===== src/rtl/ssd_capture_if.sv =====
// Display-side bundle for ssd_capture: the multiplexed segment/anode lines
// coming in and the reconstructed digit value going out.
`timescale 1ns/1ps
interface ssd_capture_if;
  logic [6:0]  seg;
  logic [3:0]  an;
  logic [15:0] digits;
  logic [3:0]  digit_ok;
  logic        frame_strobe;
  logic        frame_valid;
  logic        blank;

  modport master (
    output seg, an,
    input  digits, digit_ok, frame_strobe, frame_valid, blank
  );

  modport slave (
    input  seg, an,
    output digits, digit_ok, frame_strobe, frame_valid, blank
  );
endinterface


===== src/rtl/ssd_capture.sv =====
// Reconstructs the four hex digits shown on a multiplexed, active-low,
// common-anode seven-segment display by watching its segment and anode pins.
`timescale 1ns/1ps
module ssd_capture #(
  parameter int SETTLE_CYCLES  = 16,
  parameter int TIMEOUT_CYCLES = 262144
) (
  input logic          clk,
  input logic          rst,
  ssd_capture_if.slave bus
);

  localparam int CW = $clog2(SETTLE_CYCLES);
  localparam int TW = $clog2(TIMEOUT_CYCLES + 1);
  localparam logic [CW-1:0] CNT_MAX  = CW'(SETTLE_CYCLES - 1);
  localparam logic [TW-1:0] IDLE_MAX = TW'(TIMEOUT_CYCLES);

  // Returns {legal, nibble}; anything not in the glyph set (including dark) is illegal.
  function automatic logic [4:0] decodeGlyph(input logic [6:0] s);
    logic [4:0] r;
    case (s)
      7'b0000001: r = 5'h10;
      7'b1001111: r = 5'h11;
      7'b0010010: r = 5'h12;
      7'b0000110: r = 5'h13;
      7'b1001100: r = 5'h14;
      7'b0100100: r = 5'h15;
      7'b0100000: r = 5'h16;
      7'b0001111: r = 5'h17;
      7'b0000000: r = 5'h18;
      7'b0000100: r = 5'h19;
      7'b0001000: r = 5'h1A;
      7'b1100000: r = 5'h1B;
      7'b0110001: r = 5'h1C;
      7'b1000010: r = 5'h1D;
      7'b0110000: r = 5'h1E;
      7'b0111000: r = 5'h1F;
      default:    r = 5'h00;
    endcase
    return r;
  endfunction

  logic [10:0]   r_sync1;
  logic [10:0]   r_sync2;
  logic [10:0]   r_prev;
  logic [CW-1:0] r_cnt;
  logic          r_done;
  logic [15:0]   r_digits;
  logic [3:0]    r_ok;
  logic [3:0]    r_mask;
  logic          r_strobe;
  logic          r_valid;
  logic          r_blank;
  logic [TW-1:0] r_idle;

  logic          w_sel;
  logic [1:0]    w_idx;
  logic          w_clear;
  logic          w_capture;
  logic [4:0]    w_dec;
  logic [15:0]   w_newDigits;
  logic [3:0]    w_newOk;
  logic [3:0]    w_newMask;
  logic          w_frameDone;
  logic [TW-1:0] w_idleNext;

  always_ff @(posedge clk or negedge rst) begin
    if (!rst) begin
      r_sync1 <= '0;
      r_sync2 <= '0;
      r_prev  <= '0;
    end else begin
      r_sync1 <= {bus.an, bus.seg};
      r_sync2 <= r_sync1;
      r_prev  <= r_sync2;
    end
  end

  always_comb begin
    w_sel = 1'b0;
    case (r_sync2[10:7])
      4'b1110, 4'b1101, 4'b1011, 4'b0111: w_sel = 1'b1;
      default:                            w_sel = 1'b0;
    endcase
  end

  // A capture always comes from r_prev, the sample that has dwelt long enough.
  always_comb begin
    w_idx = 2'd0;
    case (r_prev[10:7])
      4'b1101: w_idx = 2'd1;
      4'b1011: w_idx = 2'd2;
      4'b0111: w_idx = 2'd3;
      default: w_idx = 2'd0;
    endcase
  end

  assign w_clear   = (r_sync2 != r_prev) || !w_sel;
  assign w_capture = (r_cnt == CNT_MAX) && !r_done;

  always_ff @(posedge clk or negedge rst) begin
    if (!rst) begin
      r_cnt  <= '0;
      r_done <= 1'b0;
    end else if (w_clear) begin
      r_cnt  <= '0;
      r_done <= 1'b0;
    end else begin
      if (r_cnt != CNT_MAX) begin
        r_cnt <= r_cnt + 1'b1;
      end
      if (w_capture) begin
        r_done <= 1'b1;
      end
    end
  end

  always_comb begin
    w_dec       = decodeGlyph(r_prev[6:0]);
    w_newDigits = r_digits;
    w_newOk     = r_ok;
    for (int k = 0; k < 4; k++) begin
      if (w_idx == 2'(k)) begin
        w_newDigits[4*k +: 4] = w_dec[3:0];
        w_newOk[k]            = w_dec[4];
      end
    end
    w_newMask   = r_mask | (4'b0001 << w_idx);
    w_frameDone = &w_newMask;
    w_idleNext  = (r_idle == IDLE_MAX) ? IDLE_MAX : r_idle + 1'b1;
  end

  // A capture wins over a timeout landing on the same edge.
  always_ff @(posedge clk or negedge rst) begin
    if (!rst) begin
      r_digits <= '0;
      r_ok     <= '0;
      r_mask   <= '0;
      r_strobe <= 1'b0;
      r_valid  <= 1'b0;
      r_blank  <= 1'b0;
      r_idle   <= '0;
    end else if (w_capture) begin
      r_digits <= w_newDigits;
      r_ok     <= w_newOk;
      r_blank  <= 1'b0;
      r_idle   <= '0;
      if (w_frameDone) begin
        r_mask   <= '0;
        r_strobe <= 1'b1;
        r_valid  <= &w_newOk;
      end else begin
        r_mask   <= w_newMask;
        r_strobe <= 1'b0;
      end
    end else begin
      r_strobe <= 1'b0;
      r_idle   <= w_idleNext;
      if (w_idleNext == IDLE_MAX) begin
        r_blank <= 1'b1;
        r_valid <= 1'b0;
        r_mask  <= '0;
      end
    end
  end

  assign bus.digits       = r_digits;
  assign bus.digit_ok     = r_ok;
  assign bus.frame_strobe = r_strobe;
  assign bus.frame_valid  = r_valid;
  assign bus.blank        = r_blank;

endmodule


===== src/flat_wrapper.sv =====
// flat-port wrapper written by rule: the top's interface ports become plain ports
module ssd_capture_flat 
#(
  parameter int SETTLE_CYCLES  = 16,
  parameter int TIMEOUT_CYCLES = 262144
)
  (clk, rst, bus_seg, bus_an, bus_digits, bus_digit_ok, bus_frame_strobe, bus_frame_valid, bus_blank);
  ssd_capture_if bus_i ();
  input logic clk;
  input logic rst;
  input wire logic [$bits(bus_i.seg)-1:0] bus_seg;
  input wire logic [$bits(bus_i.an)-1:0] bus_an;
  output wire logic [$bits(bus_i.digits)-1:0] bus_digits;
  output wire logic [$bits(bus_i.digit_ok)-1:0] bus_digit_ok;
  output wire logic [$bits(bus_i.frame_strobe)-1:0] bus_frame_strobe;
  output wire logic [$bits(bus_i.frame_valid)-1:0] bus_frame_valid;
  output wire logic [$bits(bus_i.blank)-1:0] bus_blank;
  assign bus_i.seg = bus_seg;
  assign bus_i.an = bus_an;
  assign bus_digits = bus_i.digits;
  assign bus_digit_ok = bus_i.digit_ok;
  assign bus_frame_strobe = bus_i.frame_strobe;
  assign bus_frame_valid = bus_i.frame_valid;
  assign bus_blank = bus_i.blank;
  ssd_capture #(.SETTLE_CYCLES(SETTLE_CYCLES), .TIMEOUT_CYCLES(TIMEOUT_CYCLES)) u_core (.clk(clk), .rst(rst), .bus(bus_i));
endmodule

===== config.mk =====
export PLATFORM = sky130hd
export DESIGN_NAME = ssd_capture_flat
export DESIGN_NICKNAME = d
export VERILOG_FILES = /design/src/rtl/ssd_capture_if.sv /design/src/rtl/ssd_capture.sv /design/src/flat_wrapper.sv
export SDC_FILE = /design/constraint.sdc
export NUM_CORES = 1
export LEC_CHECK = 0
export CAP_MARGIN = 10
export CORE_MARGIN = 2
export CORE_UTILIZATION = 55
export DETAILED_ROUTE_END_ITERATION = 12
export GPL_TIMING_DRIVEN = 0
export MAX_ROUTING_LAYER = met4
export PLACE_DENSITY = 0.74
export SYNTH_ARGS = -nofsm -noshare
export SYNTH_HDL_FRONTEND = slang
export SYNTH_SLANG_ARGS = --single-unit

===== constraint.sdc =====
create_clock -name clk -period 4.1 [get_ports clk]
set_clock_uncertainty 0.1 [all_clocks]
set_input_delay 0.41 -clock clk [delete_from_list [all_inputs] [get_ports clk]]
set_output_delay 0.41 -clock clk [all_outputs]
set_load 0.01 [all_outputs]

==> Yosys cells after proc, flatten, opt, wreduce, memory -nomap -nowiden <==
Index checks and enable logic that the tools add are counted.
{ "totals": {"ff_bits": 84, "inputBits": 13, "out_inout_bits": 23, "elab_cells": 90} }
{ "classes": {"addsub": 2, "n_eq_ne": 31, "shift": 1, "muxes": 23, "bitwise_logic": 1, "reduce_logical": 17} }
{ "op_table": {"columns": ["operator", "n"], "rows": [
  ["5-bit case mux with 16 select lines", 1],
  ["19-bit == test (second input constant)", 2],
  ["19-bit 2-to-1 mux", 2],
  ["7-bit by 6-bit == test with 1-bit output (second input constant)", 5],
  ["7-bit == test (second input constant)", 4],
  ["4-bit == test (second input constant)", 6],
  ["4-bit 2-to-1 mux", 5],
  ["19-bit by 1-bit adder with 19-bit output (second input constant)", 1],
  ["7-bit by 3-bit == test with 1-bit output (second input constant)", 2],
  ["7-bit by 4-bit == test with 1-bit output (second input constant)", 2],
  ["1-bit 2-to-1 mux", 14],
  ["11-bit != test", 1],
  ["2-bit AND reduction", 5],
  ["4-bit by 3-bit == test with 1-bit output (second input constant)", 2],
  ["4-bit AND reduction", 2],
  ["7-bit by 1-bit == test with 1-bit output (second input constant)", 1],
  ["7-bit by 5-bit == test with 1-bit output (second input constant)", 1],
  ["7-bit zero test", 1],
  ["2-bit case mux with 3 select lines", 1],
  ["2-bit nonzero test", 3],
  ["4-bit by 1-bit adder with 4-bit output (second input constant)", 1],
  ["2-bit == test (second input constant)", 2],
  ["4-bit != test (second input constant)", 1],
  ["4-bit bitwise OR", 1],
  ["8 further kinds", 9]
]} }

==> Longest topological paths before layout <==
Gate-level depths: netlist (run 1).
{ "depth": {"word_depth": 7, "ltp_mapped": 8, "mapped_depth_nobuf": 8} }

==> Least setup slack after synthesis (run 1) <==
Ideal clock, no wire load.
{ "synth_timing": {"path_kind": "register -> register", "from": "reg u_core.r_idle[0]", "to": "reg u_core.r_valid (netlist: u_core.bus.frame_valid)", "setup_ns": 0.125, "t_arrival_ns": 2.266, "t_required_ns": 3.875, "path_slack_ns": 1.609, "stages_incl_launch_ff": 9, "n_path_buf": 0, "synth_period_minus_slack_ns": 2.491, "path_cell_list": "dfrtp_1 > ha_1 > nand3_1 > nor4_4 > nor3_1 > o311ai_1 > and4bb_4 > o2111ai_4 > mux2_4"} }
{ "synth_between": {"elab_chain_cells": 5, "elab_cells_between_ends": 6, "cone_classes": "1 x add/sub; 2 x eq/ne; 1 x mux; 2 x reduce/logical"} }
{ "synth_rtl": {"columns": ["item", "line", "source"], "rows": [
  ["start, declared", "ssd_capture.sv:54", "logic [TW-1:0] r_idle;"],
  ["start signal, assigned", "ssd_capture.sv:158", "r_idle <= w_idleNext;"],
  ["19-bit by 1-bit adder with 19-bit output / 19-bit == test (equally long branches)", "ssd_capture.sv:130", "w_idleNext = (r_idle == IDLE_MAX) ? IDLE_MAX : r_idle + 1'b1;"],
  ["19-bit 2-to-1 mux *", "ssd_capture.sv:130", null],
  ["19-bit == test *", "ssd_capture.sv:159", "if (w_idleNext == IDLE_MAX) begin"],
  ["2-bit nonzero test (no source line) *", null, null],
  ["2-bit AND reduction (no source line) *", null, null],
  ["end signal, assigned", "ssd_capture.sv:151", "r_valid <= &w_newOk;"],
  ["end, declared", "ssd_capture.sv:52", "logic r_valid;"]
]} }
Mark *: on every way between the ends. The rest lies on a longest branch, timed or not.
A chain may end at the register's enable or synchronous reset.

==> Worst setup path in the final report (run 1) <==
Ends and elaborated chain as after synthesis.

==> results of run 1 <==
==> sequential cells by signal (all words and copies together), names as in the netlist <==
signal,flops
u_core.r_prev,11
u_core.r_mask,4
u_core.bus.blank,1
u_core.bus.frame_valid,1
u_core.r_sync2,11
u_core.bus.digit_ok,4
u_core.r_done,1
u_core.bus.digits,16
u_core.r_sync1,11
u_core.r_idle,19
u_core.bus.frame_strobe,1
u_core.r_cnt,4
==> power breakdown <==
group	total [mW]	switching (mW)	internal, mW
Combinational	0.0720	0.0429	0.0291
Sequential	0.854	0.0103	0.844
Clock	0.541	0.301	0.241
==> how the worst max path moves through the flow <==
stage          depth (start not counted)        startpoint  slack [ps]                     end
3_5_place_dp                           8  u_core.r_idle[0]        1190  u_core.bus.frame_valid
3_3_place_gp                           1               rst        -360       u_core.r_sync2[2]
2_1_floorplan                          8  u_core.r_idle[0]        1610  u_core.bus.frame_valid
6_report                               8  u_core.r_idle[0]        1190  u_core.bus.frame_valid
5_1_grt                                8  u_core.r_idle[0]        1020  u_core.bus.frame_valid
4_1_cts                                8  u_core.r_idle[0]        1190  u_core.bus.frame_valid
==> worst max-delay path, stage by stage, from the launching register on <==
cell	delay, ps
dfrtp_1	430
ha_1	300
nand3_1	310
nor4_4	390
nor3_1	90
o311ai_1	310
and4bb_4	300
o2111ai_4	240
mux2_4	330
==> area by class of cell <==
type,instances,area [um2],share of cell area
Timing Repair Buffer,37,385,0.0869
Inverter,9,33.8,0.00762
Multi-Input combinational cell,247,1580,0.355
Sequential cell,84,2100,0.474
Buffer,13,52.6,0.0119
Tap cell,80,100,0.0226
Clock inverter,6,46.3,0.0104
Clock buffer,10,138,0.0310
==> metal layers <==
layer / routed length (um) / up-vias
li1: - / 1328
met1: 3250 / 1294
met2: 3120 / 74
met3: 301 / 18
met4: 128 / 0
met5: 0 / -
==> cells by family (layout without fill, tap and decap cells) <==
family          Yosys count  in the layout  synth area share
mux                      11             11            0.0332
flops                    84             84             0.559
xor+xnor                 34             34            0.0791
buf+inv                  22             75            0.0229
compound gates           51             51            0.0891
fa+ha+maj                 3              3           0.00997
simple gates            148            148             0.207
==> cells in the final DEF, fill, tap and decap left out, types with 3 or more instances in the layout <==
cell and n:
nand2b_1 3, nand4_1 5, nand3_1 12, nor3_1 11, o21a_1 3, clkdlybuf4s50_1 34
nor4_1 6, inv_1 9, o21ai_0 13, and4_1 3, xnor2_1 19, mux2_2 8
a21oi_1 17, nand4b_1 3, xor2_1 15, a31oi_1 4, ha_1 3, clkbuf_1 8
and3_1 6, clkbuf_8 10, nor2_1 59, dfrtp_1 84, nand2_1 22
==> implementation parameters, run 1 <==
Parameter                              Value

Logic synthesis
  Number of flops mapped to enable cells by yosys    0
  Dominant cell by count in the synthesized netlist    dfrtp_1
  FFs w/ async S/R, synth    1.00
  Main area contributors after synthesis    dfrtp_1, nor2_1, xnor2_1
  Sequential fraction of the synthesis area    0.559
  Commonest cells in the synthesized netlist    dfrtp_1, nor2_1, nand2_1
  Number of distinct library cells after synthesis    55
  Post-synth top flop    dfrtp_1
  Average size of a mapped cell    10.7 um2
  Synth Cell Area    0.00376 mm2
  Top-area cell type share of the netlist area    0.559
  Post-synthesis cell count    353
  Post-Synthesis Net Count    369
  Leading area contributor after synthesis    dfrtp_1
  Synth warnings    0
  Yosys reg bits    84

Critical path
  Arrival time of data at the critical path endpoint    3050 ps
  Required time at the worst-slack endpoint    4240 ps
  Worst r2r src    u_core.r_idle[0]
  Critical-path maximum fanout    7
  Worst flop-to-flop path endpoint    u_core.bus.frame_valid
  Reg2reg setup slack    1190 ps
  Sort of element at the end of the critical path    flip-flop
  Worst reg2reg path depth    8
  Critical Path Start Type    flip-flop
  Critical path type    reg -> reg

Timing
  Final setup vio count    0
  Final worst-path setup slack    1190 ps
  Peak clock frequency supported by timing    343 MHz
  Setup repair after global routing missed its margin    false
  Hold violation count in the final report    0
  Total Neg Setup Slack    0 ps
  Tightest hold margin    255 ps
  Portion of the clock cycle consumed by the worst path in the final layout    0.710
  Worst slew pin tran    790 ps
  Number of pins exceeding their max-slew limit in the final report    0
  Post-layout minimum cycle time    2910 ps
  Max transition margin    0.467

Flow run
  Max-cap check violation count    0

Placed design
  Final weighted congestion in routability-driven placement    0.919
  Number of placed instances with taps included    469
  Placed cell area    0.00424 mm2
  # port buffers    35
  Placed wire-length estimate after detailed placement    4870 um
  Post-placement worst setup slack    1190 ps

Detailed routing
  1st-iter DRT viols    215
  Overall routed net length    6800 um
  Post-detailed-route wirelength per cell    14.0 um
  Drc violations    0
  Vias per Instance    5.58
  Remaining antenna violation count after routing    0
  TritonRoute pass-1 iters    4
  Via Count    2,714

Layout
  Post-route core utilization    0.660
  Diode insertion count for antenna repair    0
  Final design area excluding fillers    0.00443 mm2
  Number of fillers in the final layout    519
  Count of non-filler cells in the finished layout    486
  Layout Area Growth over Synthesis    17.8%
  Fraction of final layout cells sized beyond drive strength 1    0.0961
  # nets final    417

Worst hold path
  WHS Endpoint    u_core.r_sync2[9]
  Hold Path Depth    0
  Worst hold path startpoint    u_core.r_sync1[9]
  Path type of the worst min-delay path    reg -> reg

Clocking
  CTS HTree Levels    3
  Insertion delay to the later sink of the worst-skew pair    350 ps
  Clock tree from TritonCTS    yes
  Cts hold-fix bufs    1
  Clock net sink count    84
  Post-CTS resize count    0
  Clock input transition at the sequential cells of the worst setup and hold paths    90 ps
  CTS Buffer Depth    2
  Number of buffers inserted during clock tree synthesis    9
  Library cell used as clock root buffer    clkbuf_8
  Setup Buffers After CTS    0

Global route
  First-pass GRT wire length    11,800 um
  Number of antenna violations at the first check in global routing    0
  Fraction of met2 tracks used by global routing    0.310
  Maximum number of pins on one net before global-route repair    71
  GR Layer Usage met1    0.276
  Via count of the first global-routing pass    2,585
  GR Overflow Total    0
  Global-route met3 utilization    0.0438
  Grt peak-use layer    met2
  All-layer global routing usage    0.206

Power and ir drop
  Post-route total power    1.47 mW
  Leak Pwr    1.97 nW
  Pwr/cell area    331 mW/mm2
  Peak supply drop    0.242 mV

Floorplan
  Chip width    86.7 um
  Area enclosed by the die boundary    0.00752 mm2
  Vert. Die Dim    86.7 um
  Number of core rows    30
  Floorplan core area    0.00672 mm2
  Top-Level Pins    36
  Starting density of the core    0.560

Outcome
  Run status    finished clean
No activity file was read; power rests on OpenSTA's default activity.
==> run 2: changes to the inputs <==
--- a/config.mk
+++ b/config.mk
@@ -7,11 +7,11 @@
 export LEC_CHECK = 0
 export CAP_MARGIN = 10
 export CORE_MARGIN = 2
-export CORE_UTILIZATION = 55
+export CORE_UTILIZATION = 51
 export DETAILED_ROUTE_END_ITERATION = 12
 export GPL_TIMING_DRIVEN = 0
 export MAX_ROUTING_LAYER = met4
-export PLACE_DENSITY = 0.74
+export PLACE_DENSITY = 0.72
 export SYNTH_ARGS = -nofsm -noshare
 export SYNTH_HDL_FRONTEND = slang
 export SYNTH_SLANG_ARGS = --single-unit
==> constraint.sdc (replaced) <==
create_clock -name clk -period 2.5 [get_ports clk]
set_clock_uncertainty 0.1 [all_clocks]
set_input_delay 0.25 -clock clk [delete_from_list [all_inputs] [get_ports clk]]
set_output_delay 0.25 -clock clk [all_outputs]
set_load 0.01 [all_outputs]
==> run 2 against run 1 <==
  * Cell count increased by 6.6%
  * First-iteration DRC count fell by 48%
  * Global-route usage decreased by 1.5 points
  * Die area rose by 7.5%
  * Power rose by 68%
  * Worst setup slack lost 1100 ps
  * Critical endpoint unchanged
  * Routed wire length rose by 5.4%
  * Non-clock buffer count increased by 14
  * Via count rose by 3.6%
  * Count of clock-buffer cells in the layout shrank 1
==> implementation parameters, run 2 (synthesized netlist as in run 1, its figures left out) <==
Parameter                              Value

Flow run
  Max-cap check violation count    0

Power and ir drop
  Int Pwr    1.90 mW
  Clk pwr share    0.384
  Peak supply drop    0.409 mV
  Leak Pwr    2.09 nW
  Combinational cell fraction of total power    0.049
  Switching share of power    0.232
  Net switching power of the design    573 uW
  Pwr/cell area    529 mW/mm2
  Sequential share of power    0.567

Timing
  Final setup vio count    0
  Worst slew pin tran    515 ps
  Hold violation count in the final report    0
  Number of pins exceeding their max-slew limit in the final report    0
  Final worst-path setup slack    41.2 ps
  Peak clock frequency supported by timing    407 MHz
  Setup repair after global routing missed its margin    true
  Portion of the clock cycle consumed by the worst path in the final layout    0.984
  Max transition margin    0.651
  Post-layout minimum cycle time    2460 ps

Placed design
  Placed cell area    0.00426 mm2
  Placed wire-length estimate after detailed placement    5030 um
  Final weighted congestion in routability-driven placement    0.898
  Number of placed instances with taps included    488
  Post-placement worst setup slack    -355 ps
  # port buffers    35

Detailed routing
  Post-detailed-route wirelength per cell    13.8 um
  Routed wl met2    3530 um
  Detailed-route wire length on metal 1    3310 um
  1st-iter DRT viols    112
  TritonRoute pass-1 iters    4
  Top Metal Used    met4
  Total met3 wirelength after detailed routing    241 um
  Drc violations    0
  Via Count    2,812
  Overall routed net length    7170 um
  Vias per Instance    5.43
  Remaining antenna violation count after routing    0

Global route
  First-pass GRT wire length    12,200 um
  Number of antenna violations at the first check in global routing    0
  All-layer global routing usage    0.191
  GR Overflow Total    0
  Maximum number of pins on one net before global-route repair    60
  Via count of the first global-routing pass    2,671

Critical path
  Series of cell instances along the critical path    or4_4, nor4b_2, and3_1, o2111ai_1, nand2_1, o2111ai_4, mux2_4
  Sort of element at the end of the critical path    flip-flop
  Sum of buffers and inverters on the critical path    0
  Required time at the worst-slack endpoint    2640 ps
  Largest stage delay, worst path    550 ps
  Arrival time of data at the critical path endpoint    2600 ps
  Critical path type    reg -> reg
  Cell at the slowest stage of the critical path    or4_4
  Critical-path maximum fanout    6
  Top Family by Delay on Critical Path    simple AND/OR/NAND/NOR gates
  Critical Path Start Type    flip-flop

Layout
  Largest register FFs    19
  Commonest non-fill, non-tap cells in the layout    dfrtp_1, nor2_1, clkdlybuf4s50_1
  Most common cell after layout, fill and taps aside    dfrtp_1
  Number of fillers in the final layout    592
  Count of non-filler cells in the finished layout    518
  Final design area excluding fillers    0.00467 mm2
  Diode insertion count for antenna repair    0
  Biggest register    u_core.r_idle
  Layout Area Growth over Synthesis    24.1%
  # nets final    431
  Fraction of final layout cells sized beyond drive strength 1    0.162

Clocking
  CTS Buffer Depth    2
  Clock tree from TritonCTS    yes
  Clock net sink count    84
  Clock input transition at the sequential cells of the worst setup and hold paths    80 ps
  Insertion delay to the later sink of the worst-skew pair    360 ps
  CTS HTree Levels    3
  Number of buffers inserted during clock tree synthesis    9
  Library cell used as clock root buffer    clkbuf_8

Floorplan
  Top-Level Pins    36
  Area enclosed by the die boundary    0.00808 mm2
  Vert. Die Dim    89.9 um
  Starting density of the core    0.522
  Chip width    89.9 um
  Floorplan core area    0.00721 mm2
  Number of core rows    31

Worst hold path
  Path type of the worst min-delay path    in -> reg

Outcome
  Run status    finished clean
[run 2: changes by cell type in the layout (fill, tap and decap cells not counted), sizes merged]
cell / change
clkinv: -2
bufinv: +1
buf: +14
inv: +1
clkbuf: -1
[run 2: power groups by stage]
stage,combinational [mW],sequential [mW],clock [mW]
3_3_place_gp,0.112,1.43,0
5_1_grt,0.136,1.41,1.04
6_report,0.120,1.40,0.949
4_1_cts,0.121,1.40,0.980
2_1_floorplan,0.0557,1.42,0
3_5_place_dp,0.119,1.43,0
[run 2: final timing paths]
kind / cells after the start / to / slack, ps / startpoint
max in group asynchronous: 3 / u_core.bus.digits[14] / 1460 / rst
worst max register to register: 7 / u_core.bus.frame_valid / 40 / u_core.r_idle[14]
worst min register to register: 0 / u_core.r_sync2[8] / 250 / u_core.r_sync1[8]
worst max-delay path: 7 / u_core.bus.frame_valid / 40 / u_core.r_idle[14]
worst min-delay path: 1 / u_core.r_sync1[4] / 230 / bus_seg[4]
min in group asynchronous: 2 / u_core.bus.digits[6] / 250 / rst
[run 2: layout make-up]
class                      instances  area [um2]  share of cell area
clock inverter                     6        71.3              0.0153
sequential                        84        2110               0.451
buffer                            13        56.3              0.0121
inverter                           9        33.8             0.00723
timing repair buffer              51         490               0.105
clock buffer                       9         124              0.0265
multi-input combinational        247        1670               0.357
tap                               99         124              0.0265
[run 2: routing by layer]
layer,vias up,track usage
met5,-,-
met4,0,0.0538
met3,9,0.0436
met2,54,0.312
met1,1393,0.243
li1,1356,-
[run 2: what timing repair did]
item,4_1_cts,5_1_grt
buffers inserted,7,7
pin swaps,4,8
endpoints found under the setup margin,6,19
resized for setup,10,13
hold endpoints to repair,25,0
hold buffers,1,0
[run 2: stage by stage]
| step | util | total power [mW] | TNS (ps) | hold slack (ps) |
|---|---|---|---|---|
| floorplan | - | 1.48 | 0 | -146 |
| global route | 0.647 | 2.59 | -108 | 207 |
| CTS | 0.634 | 2.50 | 0 | 217 |
| finish | 0.647 | 2.47 | 0 | 229 |
| detailed placement | 0.591 | 1.55 | -1010 | 92.2 |
| global placement | 0.587 | 1.54 | -156230 | 232 |
